===== config.mk =====
export PLATFORM = sky130hd
export DESIGN_NAME = data_sampling_mv
export DESIGN_NICKNAME = d
export VERILOG_FILES = /design/src/rtl/uart_rx_pkg.sv /design/src/rtl/majority_vote.sv /design/src/rtl/data_sampling_mv.sv
export SDC_FILE = /design/constraint.sdc
export NUM_CORES = 1
export LEC_CHECK = 0
export BUFFER_PORTS_ARGS = -buffer_cell sky130_fd_sc_hd__buf_2
export CORE_UTILIZATION = 58
export CTS_CLUSTER_DIAMETER = 120
export DETAILED_ROUTE_END_ITERATION = 16
export PLACE_DENSITY = 0.8
export RECOVER_POWER = 25
export SYNTH_ARGS = -nofsm -noshare
export SYNTH_HDL_FRONTEND = slang
export SYNTH_SLANG_ARGS = --single-unit

===== constraint.sdc =====
create_clock -name clk -period 4.8 [get_ports clk]
set_input_delay 1.44 -clock clk [delete_from_list [all_inputs] [get_ports clk]]
set_output_delay 1.44 -clock clk [all_outputs]
set_load 0.01 [all_outputs]

===== src/rtl/uart_rx_pkg.sv =====
// Shared definitions for the UART RX sampling path: vote-count encodings,
// legal oversampling ratios, reset defaults and configuration helpers.
package uart_rx_pkg;

  typedef enum logic [1:0] {
    SAMP_1     = 2'd0,
    SAMP_3     = 2'd1,
    SAMP_5     = 2'd2,
    SAMP_3_ALT = 2'd3
  } samp_mode_e;

  localparam int PRE_4  = 4;
  localparam int PRE_8  = 8;
  localparam int PRE_16 = 16;
  localparam int PRE_32 = 32;

  // Vote accumulators hold at most 5 samples.
  localparam int ACC_W = 3;

  localparam int               DEF_PRESCALE = PRE_8;
  localparam logic [ACC_W-1:0] DEF_N        = 3'd3;

  // Number of votes for a bit; a 5-sample window does not fit in a 4x bit,
  // so it falls back to 3 samples there.
  function automatic logic [ACC_W-1:0] votes_for(input logic [1:0] mode, input int pre);
    logic [ACC_W-1:0] n;
    case (samp_mode_e'(mode))
      SAMP_1:  n = 3'd1;
      SAMP_5:  n = (pre == PRE_4) ? 3'd3 : 3'd5;
      default: n = 3'd3;
    endcase
    return n;
  endfunction

  function automatic logic pre_legal(input int pre);
    return (pre == PRE_4) || (pre == PRE_8) || (pre == PRE_16) || (pre == PRE_32);
  endfunction

endpackage


===== src/rtl/majority_vote.sv =====
// Combinational majority decision over accumulated samples; also used by the
// RX parity/stop checker.
module majority_vote
  import uart_rx_pkg::*;
(
  input  logic [ACC_W-1:0] ones_cnt,
  input  logic [ACC_W-1:0] samp_cnt,
  output logic             voted_bit,
  output logic             noise
);

  // Strict majority: more ones than zeros among the samples taken.
  assign voted_bit = ({ones_cnt, 1'b0} > {1'b0, samp_cnt});
  // Anything other than all-zero or all-one votes counts as noise.
  assign noise     = (ones_cnt != '0) && (ones_cnt != samp_cnt);

endmodule


===== src/rtl/data_sampling_mv.sv =====
// UART RX majority-vote sampler: latches prescale and vote count at the start
// of each bit, accumulates votes inside a window centred on the bit, and
// emits a registered decision strobe at the last edge of the bit.
module data_sampling_mv
  import uart_rx_pkg::*;
#(
  parameter int CNT_W = 5,
  parameter int PRE_W = 6
) (
  input  logic             clk,
  input  logic             rst,
  input  logic [PRE_W-1:0] prescale,
  input  logic [1:0]       samp_mode,
  input  logic             rx_in,
  input  logic             data_samp_en,
  input  logic [CNT_W-1:0] edge_cnt,
  output logic             sampled_bit,
  output logic             sampled_valid,
  output logic             noise_flag
);

  logic [PRE_W-1:0] p_lat;
  logic [ACC_W-1:0] n_lat;
  logic             bit_active;

  logic [ACC_W-1:0] ones_cnt;
  logic [ACC_W-1:0] samp_cnt;
  logic [ACC_W-1:0] ones_nxt;
  logic [ACC_W-1:0] samp_nxt;
  logic [ACC_W-1:0] half_span;

  logic [PRE_W-1:0] edge_w;
  logic [PRE_W-1:0] centre;
  logic [PRE_W-1:0] span_w;
  logic [PRE_W-1:0] win_lo;
  logic [PRE_W-1:0] win_hi;
  logic [PRE_W-1:0] last_edge;

  logic             latch_cfg;
  logic             samp_hit;
  logic             decide;
  logic             vote_bit;
  logic             vote_noise;

  assign latch_cfg = data_samp_en && (edge_cnt == '0);

  // Window is centred on P/2 and spans (N-1)/2 edges either side.
  assign edge_w    = PRE_W'(edge_cnt);
  assign centre    = p_lat >> 1;
  assign half_span = (n_lat - ACC_W'(1)) >> 1;
  assign span_w    = PRE_W'(half_span);
  assign win_lo    = centre - span_w;
  assign win_hi    = centre + span_w;
  assign last_edge = p_lat - PRE_W'(1);

  assign samp_hit = data_samp_en && bit_active && !latch_cfg &&
                    (edge_w >= win_lo) && (edge_w <= win_hi);
  assign decide   = data_samp_en && bit_active && !latch_cfg && (edge_w == last_edge);

  // For P=4 the last window edge is also the decision edge, so the vote
  // looks at the counts including this cycle's sample.
  assign ones_nxt = ones_cnt + ACC_W'(samp_hit && rx_in);
  assign samp_nxt = samp_cnt + ACC_W'(samp_hit);

  majority_vote u_vote (
    .ones_cnt  (ones_nxt),
    .samp_cnt  (samp_nxt),
    .voted_bit (vote_bit),
    .noise     (vote_noise)
  );

  // Per-bit configuration latch and bit-in-progress flag.
  always_ff @(posedge clk or negedge rst) begin
    if (!rst) begin
      p_lat      <= PRE_W'(DEF_PRESCALE);
      n_lat      <= DEF_N;
      bit_active <= 1'b0;
    end else if (!data_samp_en) begin
      bit_active <= 1'b0;
    end else if (latch_cfg) begin
      p_lat      <= prescale;
      n_lat      <= votes_for(samp_mode, int'(prescale));
      bit_active <= pre_legal(int'(prescale));
    end else if (decide) begin
      bit_active <= 1'b0;
    end
  end

  // Vote accumulators: cleared at bit start, decision and enable drop.
  always_ff @(posedge clk or negedge rst) begin
    if (!rst) begin
      ones_cnt <= '0;
      samp_cnt <= '0;
    end else if (!data_samp_en || latch_cfg || decide) begin
      ones_cnt <= '0;
      samp_cnt <= '0;
    end else if (samp_hit) begin
      ones_cnt <= ones_nxt;
      samp_cnt <= samp_nxt;
    end
  end

  // Registered decision: strobe for one cycle, bit and noise held until next.
  always_ff @(posedge clk or negedge rst) begin
    if (!rst) begin
      sampled_bit   <= 1'b1;
      sampled_valid <= 1'b0;
      noise_flag    <= 1'b0;
    end else begin
      sampled_valid <= decide;
      if (decide) begin
        if (samp_nxt == '0) begin
          noise_flag <= 1'b1;
        end else begin
          sampled_bit <= vote_bit;
          noise_flag  <= vote_noise;
        end
      end
    end
  end

endmodule


==> results of run 1 <==
-- worst register-to-register path, cell delays in order (launching register included) --
cell	delay, ps
dfrtp_1	530
ha_1	380
nor2b_1	150
o21ai_0	120
xor2_1	170
ha_1	300
and3_1	200
o21a_1	110
o311ai_0	480
and3_1	290
and2_1	150
ha_1	160
ha_1	200
xnor2_1	190
and2_1	220
o2111ai_1	110
a31oi_1	200
a21oi_1	50
mux2_2	260
-- metrics by stage --
stage                     utilization  worst slack, ps  total power [mW]  instance area (sq um)  std cells
final                           0.691              407             0.483                   1760        218
after global routing            0.691              128             0.525                   1760        218
after CTS                       0.691              437             0.487                   1760        218
after detailed placement        0.677              210             0.393                   1720        214
after global placement          0.677              386             0.378                   1720        214
after floorplan                     -              421             0.333                   1590        167
-- Yosys cell counts (3+ instances only) --
| cell type | n | area share |
|---|---|---|
| a21oi_1 | 7 | 0.022 |
| nand3_1 | 4 | 0.013 |
| nand2_1 | 6 | 0.014 |
| nor2_1 | 12 | 0.028 |
| nor2b_1 | 3 | 0.012 |
| clkbuf_1 | 3 | 0.0071 |
| inv_1 | 12 | 0.028 |
| xnor2_1 | 7 | 0.039 |
| nor3_1 | 4 | 0.013 |
| dfrtp_1 | 15 | 0.24 |
| dfstp_2 | 3 | 0.050 |
| mux2i_1 | 4 | 0.025 |
| ha_1 | 21 | 0.17 |
| xor2_1 | 10 | 0.055 |
| mux2_2 | 7 | 0.050 |
| o21ai_0 | 11 | 0.035 |
-- path summary, 6_finish.rpt --
check / startpoint / endpoint
worst max-delay path: p_lat[2] / noise_flag
worst min-delay path: n_lat[1] / n_lat[1]
worst max register to register: p_lat[2] / noise_flag
worst min register to register: n_lat[1] / n_lat[1]
max in group asynchronous: rst / n_lat[2]
min in group asynchronous: rst / samp_cnt[1]
-- cell families after synthesis --
kind of cell             after synthesis  synth area share
adder cells (fa/ha/maj)               23             0.190
multiplexers                          12            0.0841
flip-flops                            18             0.285
buffers and inverters                 16            0.0385
AO/OA/AOI/OAI                         35             0.141
XOR/XNOR                              17            0.0936
AND/OR/NAND/NOR                       46             0.167
-- metal layers --
layer | share of wire | vias to the layer above
li1 | - | 645
met1 | 0.41 | 647
met2 | 0.54 | 43
met3 | 0.035 | 6
met4 | 0.013 | 0
met5 | 0 | -
-- state kept, by name (all words and copies together), names as in the netlist --
signal	count
p_lat	6
ones_cnt	3
samp_cnt	3
n_lat	2
bit_active	1
noise_flag	1
sampled_bit	1
sampled_valid	1
-- power by group through the flow --
stage / Clock (mW) / Sequential [mW] / Combinational (mW)
3_5_place_dp: 0 / 0.197 / 0.197
3_3_place_gp: 0 / 0.196 / 0.182
6_report: 0.0926 / 0.194 / 0.197
4_1_cts: 0.0964 / 0.193 / 0.197
5_1_grt: 0.102 / 0.197 / 0.225
2_1_floorplan: 0 / 0.182 / 0.151
-- layout make-up --
type / instances / area [sq um] / area share
well taps: 30 / 37.5 / 0.0214
multi-input cells: 133 / 1080 / 0.612
clock buffers: 4 / 36.3 / 0.0206
repair buffers: 21 / 109 / 0.0619
flip-flops and latches: 18 / 454 / 0.258
inverters: 12 / 45.0 / 0.0256
==> flow_metrics.py, run 1 <==
metrics = {
    "status": {
        "outcome": "completed",
    },
    "floorplanning": {
        "die_h_microns": 54.4,
        "core-area_sq_um": 2540,
        "rows": 18,
        "num_io_pins": 20,
        "dieArea_sq_um": 2960,
        "initial_core_util": 0.625,
        "die_w_microns": 54.4,
    },
    "critical_path": {
        "critPathRequiredTime_ps": 4990,
        "crit_path_frequent_cell": "ha_1",
        "crit_cells": 18,
        "rrSetupSlack_ps": 410,
        "cp_cell_sequence": "ha_1 -> nor2b_1 -> o21ai_0 -> xor2_1 -> ha_1 -> and3_1 -> o21a_1 -> o311ai_0 -> and3_1 -> and2_1 -> ha_1 -> ha_1 -> xnor2_1 -> and2_1 -> o2111ai_1 -> a31oi_1 -> a21oi_1 -> mux2_2",
        "crit_path_max_fanout": 10,
        "endpoint_kind": "flip-flop",
        "cp.arrival_ps": 4580,
        "critPathKind": "flip-flop to flip-flop",
        "cp_slowest_cell": "dfrtp_1",
        "reg2reg_depth": 18,
        "cp-start-kind": "flip-flop",
        "crit_family": "compound AO/OA/AOI/OAI gates",
        "path_buf_inv": 0,
        "worst_path_largest_cell_delay_ps": 530,
    },
    "sta": {
        "skew_ps": 6.83,
        "fin_crit_sh": 0.915,
        "worstMarginPinSlew_ps": 933,
        "fin_crit_ps": 4390,
        "slew_headroom": 0.378,
        "fmax_ghz": 0.228,
        "hold_violations": 0,
        "fin_tns_setup_ps": 0,
        "fin_hold_ws_ps": 500,
        "setup_violations": 0,
        "drv_slew": 0,
        "rsz0062_at_grt": "no",
    },
    "route": {
        "wl_mm": 3.38,
        "dr.pass1.iters": 4,
        "post_drt_wl_per_cell_microns": 15.5,
        "route.vias.total": 1341,
        "post-route-drc-count": 0,
        "drt_iter0_markers": 31,
        "viasPerCell": 6.15,
        "antenna_left": 0,
    },
    "clock_network": {
        "cts_buffers": 3,
        "cts_setup_buffers": 0,
        "cts-htree-levels": 1,
        "cts.sinks": 18,
        "cts.path.max_buffers": 2,
        "clk-insertion-delay-late_ps": 290,
        "cts_root_buf": "clkbuf_4",
        "clkTransAtPathRegs_ps": 110,
        "ctsHoldBuffers": 0,
        "cts_resized": 0,
        "cts_tree": "done",
    },
    "yosys": {
        "ys_warn_count": 0,
        "avgSynthCellArea_sq_um": 9.53,
        "synth_edf_count": 0,
        "ys_ff_latch": 18,
        "syn_area_sq_um": 1590,
        "synthArstFlopShare": 1.00,
        "synth_cells": 167,
        "ys_types": 43,
        "synth_ff_type": "dfrtp_1",
        "synth_fp_nets": 207,
        "yosysSeqAreaShare": 0.285,
    },
    "layout": {
        "nFillCells": 217,
        "drive_gt1_frac": 0.213,
        "mostFrequentLayoutCell": "ha_1",
        "nNetsFinal": 229,
        "antenna_cells": 0,
        "syn_to_final_growth_pct": 10.5,
        "layout_common_cells": "ha_1 (21), buf_2 (18), dfrtp_1 (15), inv_1 (12), nor2_1 (12)",
    },
    "grt": {
        "grt_pass1_vias": 1282,
        "grt_antenna_before_repair": 0,
        "grt_busiest_layer": "met2",
        "grt_pass1_wl_mm": 5.62,
        "grt_max_degree": 19,
        "gr-total-overflow": 0,
        "gr-usage-met1": 0.304,
        "grt.met3_usage": 0.0500,
        "grtUsageMet2": 0.502,
        "grt_util_all_layers": 0.268,
    },
    "job": {
        "drv_cap": 0,
    },
    "place": {
        "dp.final_hpwl_mm": 2.77,
        "finalWeightedCongestion": 0.800,
        "port_buffers": 19,
    },
    "power_and_ir_drop": {
        "p_leak_nw": 0.825,
        "switching_share": 0.359,
        "combPwrFrac": 0.407,
        "clkPwrFrac": 0.192,
        "switchingPower_mw": 0.173,
        "power_density_nw_per_um2": 275,
        "cell_internal_pwr_mw": 0.310,
        "peakVddDrop_v": 0.000226,
        "seqPwrFrac": 0.401,
    },
    "min_path": {
        "min_path_type": "flip-flop to flip-flop",
        "hold_path_depth": 2,
    },
}
Note: power is estimated with default switching activity, not from simulation.
==> run 2: changes to the inputs <==
--- a/config.mk
+++ b/config.mk
@@ -6,10 +6,11 @@
 export NUM_CORES = 1
 export LEC_CHECK = 0
 export BUFFER_PORTS_ARGS = -buffer_cell sky130_fd_sc_hd__buf_2
-export CORE_UTILIZATION = 58
+export CORE_ASPECT_RATIO = 2
+export CORE_UTILIZATION = 60
 export CTS_CLUSTER_DIAMETER = 120
 export DETAILED_ROUTE_END_ITERATION = 16
-export PLACE_DENSITY = 0.8
+export PLACE_DENSITY = 0.82
 export RECOVER_POWER = 25
 export SYNTH_ARGS = -nofsm -noshare
 export SYNTH_HDL_FRONTEND = slang
==> constraint.sdc (replaced) <==
create_clock -name clk -period 5.1 [get_ports clk]
set_input_delay 1.53 -clock clk [delete_from_list [all_inputs] [get_ports clk]]
set_output_delay 1.53 -clock clk [all_outputs]
set_load 0.01 [all_outputs]
==> run 2 against run 1 <==
Net effect: setup slack got worse by 9.3 ps; combinational power down 8%; die area down 2.8%; non-clock buffer count is 2 lower; sequential share of layout area is essentially flat; sequential power down 5%; utilization is 0.25 points higher; critical endpoint is now sampled_bit; highest routed layer unchanged.
==> flow_metrics.py, run 2 (synthesized netlist as in run 1, its figures left out) <==
metrics = {
    "critical_path": {
        "critPathRequiredTime_ps": 5310,
        "reg2reg_depth": 16,
        "crit_family": "adder cells",
        "crit_cells": 13,
        "cp-start-kind": "input port",
        "worstReg2RegStart": "p_lat[2]",
        "cp_cell_sequence": "buf_2 -> ha_1 -> and3_1 -> o21a_1 -> o311ai_0 -> and3_1 -> ha_1 -> ha_1 -> xnor2_1 -> ha_1 -> and3b_1 -> o21ai_0 -> mux2_4",
        "cp.arrival_ps": 4910,
        "worst_path_largest_cell_delay_ps": 530,
        "endpoint_kind": "flip-flop",
        "rrSetupSlack_ps": 440,
        "critPathKind": "input port to flip-flop",
        "r2r_end": "sampled_bit",
        "crit_path_frequent_cell": "ha_1",
        "path_buf_inv": 1,
        "cp_slowest_cell": "o311ai_0",
        "crit_path_max_fanout": 6,
    },
    "sta": {
        "setup_violations": 0,
        "fin_tns_setup_ps": 0,
        "worstMarginPinSlew_ps": 960,
        "fmax_ghz": 0.213,
        "hold_violations": 0,
        "slew_headroom": 0.360,
        "rsz0062_at_grt": "no",
        "fin_crit_sh": 0.922,
        "skew_ps": 3.98,
        "drv_slew": 0,
        "fin_crit_ps": 4700,
    },
    "layout": {
        "layout_common_cells": "ha_1 (21), buf_2 (18), dfrtp_1 (15), inv_1 (12), nor2_1 (12)",
        "nFillCells": 204,
        "antenna_cells": 0,
        "drive_gt1_frac": 0.204,
        "fin_util": 0.693,
        "mostFrequentLayoutCell": "ha_1",
        "nNetsFinal": 227,
        "regMostFlops": "p_lat",
        "largestRegisters": "p_lat (6), ones_cnt (3), samp_cnt (3)",
        "syn_to_final_growth_pct": 10.5,
        "largest_reg_flops": 6,
    },
    "clock_network": {
        "cts.path.max_buffers": 2,
        "cts_setup_buffers": 0,
        "ctsHoldBuffers": 0,
        "cts_resized": 0,
        "cts_tree": "done",
        "cts_buffers": 3,
        "cts_root_buf": "clkbuf_8",
        "clkTransAtPathRegs_ps": 70,
        "cts.sinks": 18,
        "cts-htree-levels": 1,
        "clk-insertion-delay-late_ps": 260,
    },
    "job": {
        "drv_cap": 0,
    },
    "power_and_ir_drop": {
        "switching_share": 0.354,
        "seqPwrFrac": 0.381,
        "combPwrFrac": 0.373,
        "power_density_nw_per_um2": 275,
        "cell_internal_pwr_mw": 0.313,
        "peakVddDrop_v": 0.000200,
        "switchingPower_mw": 0.171,
        "clkPwrFrac": 0.246,
        "p_leak_nw": 0.823,
    },
    "floorplanning": {
        "die_h_microns": 74.8,
        "core-area_sq_um": 2540,
        "num_io_pins": 20,
        "rows": 26,
        "die_w_microns": 38.4,
        "initial_core_util": 0.627,
        "dieArea_sq_um": 2880,
    },
    "grt": {
        "gr-total-overflow": 0,
        "grt_max_degree": 19,
        "grt_pass1_vias": 1306,
        "grt_pass1_wl_mm": 5.69,
        "grt_util_all_layers": 0.287,
        "grt_antenna_before_repair": 0,
    },
    "route": {
        "route.vias.total": 1355,
        "drt_iter0_markers": 47,
        "antenna_left": 0,
        "post_drt_wl_per_cell_microns": 17.4,
        "dr.pass1.iters": 4,
        "wl_mm": 3.73,
        "post-route-drc-count": 0,
        "viasPerCell": 6.33,
    },
    "place": {
        "port_buffers": 19,
        "dp.final_hpwl_mm": 2.95,
        "finalWeightedCongestion": 0.863,
    },
    "min_path": {
        "min-delay-start": "noise_flag",
        "min_to": "noise_flag",
        "hold_path_depth": 1,
        "min_path_type": "flip-flop to flip-flop",
    },
    "status": {
        "outcome": "completed",
    },
}
==> run 2: cell count changes in the layout (fill, tap and decap cells not counted), sizes merged <==
cell and delta:
buf -2
==> run 2: power groups by stage <==
stage               clock network (mW)  registers [mW]  logic [mW]
global placement                     0           0.185       0.172
floorplan                            0           0.171       0.142
detailed placement                   0           0.186       0.181
finish                           0.119           0.184       0.181
CTS                              0.121           0.183       0.182
global route                     0.126           0.187       0.205
==> run 2: how the worst max path moves through the flow <==
stage,start,end,slack [ps]
final,edge_cnt[3],sampled_bit,400
after detailed placement,edge_cnt[1],sampled_bit,200
after floorplan,edge_cnt[3],noise_flag,630
after CTS,edge_cnt[3],sampled_bit,450
after global routing,p_lat[2],noise_flag,150
after global placement,edge_cnt[3],noise_flag,420
==> run 2: routing by layer <==
layer	GRT usage	part of all wire	up-vias	wire length, microns
li1	-	-	638	-
met1	0.295	0.36	649	1350
met2	0.524	0.57	52	2120
met3	0.0354	0.031	16	116
met4	0.169	0.038	0	140
met5	0	0	-	0
==> run 2: layout make-up <==
type                    count  area (sq um)  share of cell area
repair buffers             19          93.8              0.0533
well taps                  28          35.0              0.0199
multi-input cells         133          1080               0.612
clock buffers               4          55.1              0.0313
flip-flops and latches     18           454               0.258
inverters                  12          45.0              0.0256
==> run 2: per-stage QoR <==
step	area (sq um)	hold slack, ps	instances	total power [mW]	worst slack (ps)
finish	1760	512	214	0.484	398
global route	1760	549	214	0.519	153
CTS	1760	512	214	0.486	447
detailed placement	1710	495	210	0.367	198
global placement	1710	485	210	0.357	423
floorplan	1590	469	167	0.313	631
==> run 2: worst reg2reg max path, cell delays in order (launching register included) <==
cell,delay (ps)
dfrtp_1,590
ha_1,320
nor2b_1,150
o21ai_0,110
xor2_1,180
ha_1,300
and3_1,200
o21a_1,100
o311ai_0,530
and3_1,430
ha_1,230
ha_1,190
xnor2_1,290
ha_1,350
and3b_1,170
o21ai_0,260
mux2_4,200
